==> src/rtl/dff_bank_pkg.sv <==
// Shared types and defaults for the DFF register bank and its write arbiter.
// The address-width helper keeps a 1-word bank at one address bit.
package dff_bank_pkg;

    localparam int DEF_N_REQ = 4;
    localparam int DEF_WIDTH = 8;
    localparam int DEF_DEPTH = 4;

    typedef enum logic [1:0] {
        ST_IDLE    = 2'd0,
        ST_CAPTURE = 2'd1,
        ST_COMMIT  = 2'd2
    } state_e;

    function automatic int calc_aw(input int depth);
        return (depth > 1) ? $clog2(depth) : 1;
    endfunction

endpackage

==> src/rtl/dff_bank_arbiter_if.sv <==
// Write-request, grant/ack and read-port bundle between requesters and the bank.
interface dff_bank_arbiter_if import dff_bank_pkg::*; #(
    parameter int N_REQ = DEF_N_REQ,
    parameter int WIDTH = DEF_WIDTH,
    parameter int DEPTH = DEF_DEPTH
) ();
    localparam int AW = calc_aw(DEPTH);

    logic [N_REQ-1:0]       req;
    logic [N_REQ*AW-1:0]    wr_addr;
    logic [N_REQ*WIDTH-1:0] wr_data;
    logic [N_REQ-1:0]       gnt;
    logic [N_REQ-1:0]       ack;
    logic                   busy;
    logic [AW-1:0]          rd_addr;
    logic [WIDTH-1:0]       rd_data;

    modport master (
        output req, wr_addr, wr_data, rd_addr,
        input  gnt, ack, busy, rd_data
    );

    modport slave (
        input  req, wr_addr, wr_data, rd_addr,
        output gnt, ack, busy, rd_data
    );
endinterface

==> src/rtl/dff_word.sv <==
// One bank word: edge-triggered register with load enable and async active-low clear.
module dff_word #(
    parameter int WIDTH = 8
) (
    input  logic             c,
    input  logic             rn,
    input  logic             i_load,
    input  logic [WIDTH-1:0] i_d,
    output logic [WIDTH-1:0] o_q
);
    logic [WIDTH-1:0] r_q;

    // storage: cleared on reset, loaded only when enabled
    always_ff @(posedge c or negedge rn) begin
        if (!rn) begin
            r_q <= '0;
        end else if (i_load) begin
            r_q <= i_d;
        end
    end

    assign o_q = r_q;
endmodule

==> src/rtl/dff_bank_arbiter.sv <==
// Round-robin arbiter sequencing one write at a time (IDLE -> CAPTURE -> COMMIT)
// into a DFF register bank, with a combinational read port.
module dff_bank_arbiter import dff_bank_pkg::*; #(
    parameter int N_REQ = DEF_N_REQ,
    parameter int WIDTH = DEF_WIDTH,
    parameter int DEPTH = DEF_DEPTH
) (
    input  logic               c,
    input  logic               rn,
    dff_bank_arbiter_if.slave  bus
);
    localparam int AW = calc_aw(DEPTH);
    localparam int PW = calc_aw(N_REQ);
    localparam logic [1:0] S_IDLE    = ST_IDLE;
    localparam logic [1:0] S_CAPTURE = ST_CAPTURE;
    localparam logic [1:0] S_COMMIT  = ST_COMMIT;
    localparam logic [N_REQ-1:0] L_ONE = {{(N_REQ-1){1'b0}}, 1'b1};

    logic [1:0]       r_state;
    logic [PW-1:0]    r_ptr;
    logic [PW-1:0]    r_win;
    logic [N_REQ-1:0] r_gnt;
    logic [N_REQ-1:0] r_ack;
    logic             r_busy;
    logic [AW-1:0]    r_hold_addr;
    logic [WIDTH-1:0] r_hold_data;

    logic [PW-1:0]    w_win;
    logic [PW-1:0]    w_idx;
    logic             w_found;
    logic [DEPTH-1:0] w_we;
    logic [WIDTH-1:0] w_q [DEPTH];
    logic [WIDTH-1:0] w_rd;

    // round-robin search: walking the offsets downward leaves the nearest set bit from r_ptr
    always_comb begin
        w_win   = '0;
        w_idx   = '0;
        w_found = |bus.req;
        for (int k = N_REQ - 1; k >= 0; k--) begin
            w_idx = PW'((32'(r_ptr) + k) % N_REQ);
            w_win = bus.req[w_idx] ? w_idx : w_win;
        end
    end

    // write sequencer; pointer advances only on a completed commit
    always_ff @(posedge c or negedge rn) begin
        if (!rn) begin
            r_state     <= S_IDLE;
            r_ptr       <= '0;
            r_win       <= '0;
            r_gnt       <= '0;
            r_ack       <= '0;
            r_busy      <= 1'b0;
            r_hold_addr <= '0;
            r_hold_data <= '0;
        end else begin
            case (r_state)
                S_IDLE: begin
                    r_ack <= '0;
                    if (w_found) begin
                        r_win   <= w_win;
                        r_gnt   <= L_ONE << w_win;
                        r_busy  <= 1'b1;
                        r_state <= S_CAPTURE;
                    end
                end
                S_CAPTURE: begin
                    r_hold_addr <= bus.wr_addr[32'(r_win) * AW +: AW];
                    r_hold_data <= bus.wr_data[32'(r_win) * WIDTH +: WIDTH];
                    if (!bus.req[r_win]) begin
                        r_gnt   <= '0;
                        r_busy  <= 1'b0;
                        r_state <= S_IDLE;
                    end else begin
                        r_state <= S_COMMIT;
                    end
                end
                S_COMMIT: begin
                    r_ack   <= L_ONE << r_win;
                    r_gnt   <= '0;
                    r_busy  <= 1'b0;
                    r_ptr   <= (r_win == PW'(N_REQ - 1)) ? '0 : r_win + PW'(1);
                    r_state <= S_IDLE;
                end
                default: begin
                    r_ack   <= '0;
                    r_gnt   <= '0;
                    r_busy  <= 1'b0;
                    r_state <= S_IDLE;
                end
            endcase
        end
    end

    // an out-of-range hold_addr matches no word, so the write simply vanishes
    for (genvar i = 0; i < DEPTH; i++) begin : g_bank
        assign w_we[i] = (r_state == S_COMMIT) && (r_hold_addr == AW'(i));
        dff_word #(.WIDTH(WIDTH)) u_word (
            .c      (c),
            .rn     (rn),
            .i_load (w_we[i]),
            .i_d    (r_hold_data),
            .o_q    (w_q[i])
        );
    end

    // read mux as an AND-OR over word selects; unmapped addresses read zero
    always_comb begin
        w_rd = '0;
        for (int i = 0; i < DEPTH; i++) begin
            w_rd = w_rd | (w_q[i] & {WIDTH{bus.rd_addr == AW'(i)}});
        end
    end

    assign bus.gnt     = r_gnt;
    assign bus.ack     = r_ack;
    assign bus.busy    = r_busy;
    assign bus.rd_data = w_rd;
endmodule

==> src/flat_wrapper.sv <==
// flat-port wrapper written by rule: the top's interface ports become plain ports
module dff_bank_arbiter_flat import dff_bank_pkg::*;
#(
    parameter int N_REQ = DEF_N_REQ,
    parameter int WIDTH = DEF_WIDTH,
    parameter int DEPTH = DEF_DEPTH
)
  (c, rn, bus_req, bus_wr_addr, bus_wr_data, bus_rd_addr, bus_gnt, bus_ack, bus_busy, bus_rd_data);
  dff_bank_arbiter_if #(.N_REQ(N_REQ), .WIDTH(WIDTH), .DEPTH(DEPTH)) bus_i ();
  input  logic c;
  input  logic rn;
  input wire logic [$bits(bus_i.req)-1:0] bus_req;
  input wire logic [$bits(bus_i.wr_addr)-1:0] bus_wr_addr;
  input wire logic [$bits(bus_i.wr_data)-1:0] bus_wr_data;
  input wire logic [$bits(bus_i.rd_addr)-1:0] bus_rd_addr;
  output wire logic [$bits(bus_i.gnt)-1:0] bus_gnt;
  output wire logic [$bits(bus_i.ack)-1:0] bus_ack;
  output wire logic [$bits(bus_i.busy)-1:0] bus_busy;
  output wire logic [$bits(bus_i.rd_data)-1:0] bus_rd_data;
  assign bus_i.req = bus_req;
  assign bus_i.wr_addr = bus_wr_addr;
  assign bus_i.wr_data = bus_wr_data;
  assign bus_i.rd_addr = bus_rd_addr;
  assign bus_gnt = bus_i.gnt;
  assign bus_ack = bus_i.ack;
  assign bus_busy = bus_i.busy;
  assign bus_rd_data = bus_i.rd_data;
  dff_bank_arbiter #(.N_REQ(N_REQ), .WIDTH(WIDTH), .DEPTH(DEPTH)) u_core (.c(c), .rn(rn), .bus(bus_i));
endmodule
==> config.mk <==
export PLATFORM = sky130hd
export DESIGN_NAME = dff_bank_arbiter_flat
export DESIGN_NICKNAME = d
export VERILOG_FILES = /design/src/rtl/dff_bank_pkg.sv /design/src/rtl/dff_bank_arbiter_if.sv /design/src/rtl/dff_word.sv /design/src/rtl/dff_bank_arbiter.sv /design/src/flat_wrapper.sv
export SDC_FILE = /design/constraint.sdc
export NUM_CORES = 1
export LEC_CHECK = 0
export ABC_CLOCK_PERIOD_IN_PS = 1900
export CAP_MARGIN = 15
export CELL_PAD_IN_SITES_DETAIL_PLACEMENT = 0
export CELL_PAD_IN_SITES_GLOBAL_PLACEMENT = 1
export CORE_AREA = 8 8 91 93
export CTS_CLUSTER_SIZE = 14
export DETAILED_ROUTE_END_ITERATION = 8
export DIE_AREA = 0 0 99 101
export PLACE_DENSITY_LB_ADDON = 0.1
export SLEW_MARGIN = 20
export SYNTH_ARGS = -nofsm -noshare
export SYNTH_HDL_FRONTEND = slang
export SYNTH_SLANG_ARGS = --single-unit
export TNS_END_PERCENT = 20
==> constraint.sdc <==
create_clock -name c -period 1.9 [get_ports c]
set_input_delay 0.475 -clock c [delete_from_list [all_inputs] [get_ports c]]
set_output_delay 0.475 -clock c [all_outputs]
set_load 0.01 [all_outputs]
# Word-level counts from Yosys, hierarchy flattened
# Index checks and enable logic that the tools add are counted.
# totals
ff_bits	57
latchBits	0
mem_bits_rw	0
rom_bits	0
input_bits	48
output_inout_bits	17
wordCells	78
mem_count	0
# classes
add_sub_neg	4
n_mul	0
n_div	0
order_cmp	5
n_eq_ne	11
shift	4
mux	25
n_bitwise	7
n_reduce_logical	10
# op_table
op	n
8-bit AND	4
32-bit by 6-bit variable part select with 8-bit output	1
8-bit OR	3
4-bit case mux with 2 select lines	2
2-bit by 3-bit < comparator with 1-bit output, second input constant	5
2-bit two-way mux	7
2-bit == test, second input constant	6
1-bit binary-select mux with 2-bit select	5
4-bit two-way mux	2
8-bit by 4-bit variable part select with 2-bit output	1
1-bit by 2-bit left shift with 4-bit output, first input constant	2
1-bit two-way mux	7
2-bit by 1-bit == test with 1-bit output, second input constant	3
2-bit zero test	3
2-bit by 1-bit adder with 2-bit output, second input constant	2
2-bit adder, second input constant	2
1-bit logical AND	4
2-bit case mux with 2 select lines	1
2-bit AND reduction	2
4-bit OR reduction	1
2-bit by 1-bit inequality test with 1-bit output, second input constant	1
2-bit inequality test, second input constant	1
1-bit case mux with 2 select lines	1

# Longest topological paths before layout
# Gate-level depths: netlist of run 1.
# logic_depth
depth_word	10
mapped_depth	5
mapped_depth_nobuf	4

# Modules after synthesis
# From an unflattened synthesis of run 1, not the netlist that was laid out.
# unflattened
hier_cells	180
hier_area_um2	2932.8
# modules_own_cells
module	instances	cells_per_inst	area_per_inst_um2	seq_area_each_um2
dff_bank_arbiter	1	112	1606.5	625.6
dff_word	4	17	331.6	200.2

# Worst setup path after synthesis of run 1
# OpenSTA, ideal clock, no wires.
# synth_timing
path_kind	input-to-output
startpoint	input port bus_rd_addr[0]
endpoint	output port bus_rd_data[0]
arrival_ns	1.263
t_required_ns	1.425
slack_ns	0.162
stages	2
n_path_buf	1
cell_sequence	buf_2 -> mux4_2
# synth_between
elab_chain_cells	5
word_cells_on_any_way	11
classes_between	eq/ne: 3; bitwise: 7; reduce/logical: 1
# synth_rtl
item	line	source
start, declared	flat_wrapper.sv:15	input wire logic [$bits(bus_i.rd_addr)-1:0] bus_rd_addr;
2-bit by 1-bit == test with 1-bit output / 2-bit zero test (equally long branches)	dff_bank_arbiter.sv:112	w_rd = w_rd | (w_q[i] & {WIDTH{bus.rd_addr == AW'(i)}});
8-bit AND	dff_bank_arbiter.sv:112	
8-bit OR (2 in series)	dff_bank_arbiter.sv:112	
8-bit OR *	dff_bank_arbiter.sv:112	
end, declared	flat_wrapper.sv:19	output wire logic [$bits(bus_i.rd_data)-1:0] bus_rd_data;
# Every way passes the cells marked *; elsewhere a longest branch is shown, timed or not.

# Worst setup path after layout of run 1
# layout_timing
startpoint	input port bus_rd_addr[0]
endpoint	output port bus_rd_data[6]
# Same word-level chain as after synthesis.

==> results of run 1 <==
==> worst max-delay path by stage <==
stage / end / slack, ns / depth (start not counted)
after detailed placement: bus_rd_data[6] / -0.73 / 4
final: bus_rd_data[6] / 0.05 / 4
after global placement: bus_rd_data[6] / -0.73 / 4
after CTS: bus_rd_data[6] / 0.03 / 4
after global routing: bus_rd_data[6] / 0.009 / 4
after floorplan: bus_rd_data[0] / 0.16 / 2
==> placed cells by master, fill, tap and decap left out, types with 2 or more instances in the layout <==
cell             instances
a21oi_1                  5
a22o_1                   4
a32o_1                   4
buf_12                   4
buf_2                    9
buf_4                   18
clkbuf_8                14
clkdlybuf4s50_1         53
dfrtp_1                 57
ha_1                     4
inv_1                    4
mux2_2                  42
mux2i_1                  3
mux4_2                  19
nand2_1                  5
nor2_1                   4
nor2b_1                  2
nor3_2                   2
or3_1                    2
==> kinds of logic after synthesis <==
group	after synthesis
and+or+nand+nor	23
DFF	57
buffers and inverters	12
AOI/OAI and AO/OA	18
adders and majority gates	4
muxes	64
==> power by group <==
group	total, W	switching (W)	internal, W
logic	0.00234	0.000906	0.00144
registers	0.00221	0.000427	0.00178
clock network	0.00123	0.000448	0.000786
==> registers in the layout (all words and copies together), names as in the netlist <==
signal,flops
u_core.bus.ack,4
u_core.bus.busy,1
u_core.r_hold_data,8
u_core.r_hold_addr,2
u_core.r_state,2
u_core.r_win,2
u_core.g_bank.u_word.o_q,32
u_core.bus.gnt,4
u_core.r_ptr,2
==> metal layers <==
| metal | up-vias | GRT usage |
|---|---|---|
| met5 | - | 0 |
| met4 | 0 | 0.0390 |
| met3 | 5 | 0.0608 |
| met2 | 46 | 0.237 |
| met1 | 926 | 0.170 |
| li1 | 861 | - |
==> worst register-to-register path: cells and delay by family (launching register included) <==
family,cells,cell delay [ns]
buf+inv,1,0.20
mux,2,0.79
flops,1,0.54
==> per-stage QoR <==
| step | total power, W | setup TNS [ns] | hold slack [ns] | std cells | area, µm² |
|---|---|---|---|---|---|
| floorplan | 0.00365 | 0 | 0.179 | 178 | 2750 |
| global placement | 0.00464 | -6.62 | 0.468 | 338 | 3660 |
| detailed placement | 0.00470 | -6.66 | 0.462 | 338 | 3660 |
| CTS | 0.00588 | 0 | 0.0993 | 354 | 3850 |
| global route | 0.00622 | 0 | 0.112 | 354 | 3850 |
| finish | 0.00579 | 0 | 0.0967 | 354 | 3850 |
==> what timing repair did <==
item	in CTS	in global routing
setup endpoints to repair	8	0
setup buffers	0	0
resized for setup	38	0
==> cell type report <==
| type | instances | area share |
|---|---|---|
| clock buffer | 15 | 0.0510 |
| clock inverter | 1 | 0.00780 |
| inverter | 4 | 0.00390 |
| multi-input combinational | 109 | 0.330 |
| sequential | 57 | 0.370 |
| tap | 82 | 0.0266 |
| timing repair buffer | 86 | 0.211 |
==> flow_summary.ini, run 1 <==
[run_status]
status = finished, final reports clean

[cts]
clock_latency_ns = 0.33
cts_tree = yes
cts_buffer_depth = 2
h-tree-depth = 3
cts_buffers = 9
postCtsHoldBufs = 0
cts_root_buffer = clkbuf_8
clkSlewWorstSetupHoldPaths_ns = 0.06
cts.sink_count = 57

[sta]
fmax_mhz = 539
min_period_ns = 1.85
worst_slew_pin_slew_ns = 0.479
skew_ns = 0.00678
post-route-period-util = 0.976
finalSetupViolCount = 0
maxSlewViolCount = 0
fin_ws_ns = 0.0464
hold_violations = 0
relSlewSlack = 0.680
rsz0062_at_grt = no

[global_routing]
first_global_vias = 2078
grt_max_degree = 33
grt_antenna_before_repair = 0
grt_pass1_wl_um = 10900
grt_overflow = 0
grt_util_all_layers = 0.145

[floorplanning]
ios = 65
die_h_um = 101
coreArea_mm2 = 0.00694
rows = 31
dieWidth_um = 99
start_util = 0.396
die-area_mm2 = 0.0100

[place]
port-buffer-count = 64
pre_cts_ws_ns = -0.732
gp_congestion = 0.801
dp_hpwl_um = 4880

[layout]
drive_gt1_frac = 0.423
regArea_mm2 = 0.00143
diodes = 0
fill_cells = 599
nets = 319
syn_to_final_growth_pct = 40.2
multi_input_area_mm2 = 0.00127
final_util = 0.555

[synth]
synthMuxAreaShare = 0.339
yosys_warnings = 0
synth-seq-cells = 57
ys_types = 31
synth_compound_area_frac = 0.0492
yosys.area.top_type_share = 0.519
synth_cells = 178
yosysSeqAreaShare = 0.519
yosysMostFrequentCell = dfrtp_1
synthTopCellsByArea = dfrtp_1 52%, mux2_2 17%, mux4_2 16%, ha_1 1.8%, a32o_1 1.5%
syn_nets = 230
synth_flop_cell = dfrtp_1
syn_avg_cell_area_um2 = 15.4
synth-xor-area-share = 0
synth_simple_gate_area_frac = 0.0556
yosys.area.top_type = dfrtp_1
synth_edf_count = 0
synth_top_family_by_area = multiplexers
synthAdderAreaFrac = 0.0182
synthTopCellsByCount = 57 x dfrtp_1, 42 x mux2_2, 19 x mux4_2
ys_async_sr_fraction = 1.00
syn_area_mm2 = 0.00275

[drt]
avgViaCountPerCell = 5.19
routedWlPerCell_um = 18.5
dr_wl_met3_um = 372
detail-route-antenna-nets = 0
top_layer_used = met4
vias = 1838
drtIter0Drc = 60
wl_met1_um = 2890
routed_wl_um = 6540
drt_drc_violations_left = 0
drt_pass1_iterations = 4
routed-wl-met2_um = 3210

[critical_path]
max_stage_delay_ns = 0.52
r2r_slack_ns = 0.24
worstPathRequired_ns = 1.42
path_cells = buf_2 -> buf_12 -> mux4_2 -> buf_6
rr_worst_depth = 3
start_kind = primary input
cp_top_family = multiplexers
worstPathArrival_ns = 1.38
end_kind = output pin
path_class = primary input to output pin
critPathLaunch = bus_rd_addr[0]
slowest_stage = mux4_2
timing.rr.start = u_core.r_win[0]$_DFFE_PN0P_
critPathBufInv = 3
worstPathMaxFanout = 8
r2r-end = u_core.r_hold_data[1]$_DFFE_PN0N_

[power]
peakVddDrop_uv = 747
power.density_mw_per_mm2 = 1500
p_leak_nw = 1.66

[job]
cap_violations = 0

[hold_path]
hold_class = primary input to asynchronous set/reset pin
Note: power is estimated with default switching activity, not from simulation.
==> run 2, diff against run 1 <==
--- a/config.mk
+++ b/config.mk
@@ -6,7 +6,7 @@
 export NUM_CORES = 1
 export LEC_CHECK = 0
 export ABC_CLOCK_PERIOD_IN_PS = 1900
-export CAP_MARGIN = 15
+export CAP_MARGIN = 0
 export CELL_PAD_IN_SITES_DETAIL_PLACEMENT = 0
 export CELL_PAD_IN_SITES_GLOBAL_PLACEMENT = 1
 export CORE_AREA = 8 8 91 93
==> results of run 2 <==
Same layout as run 1: the final DEF is identical, and so are final timing and power.
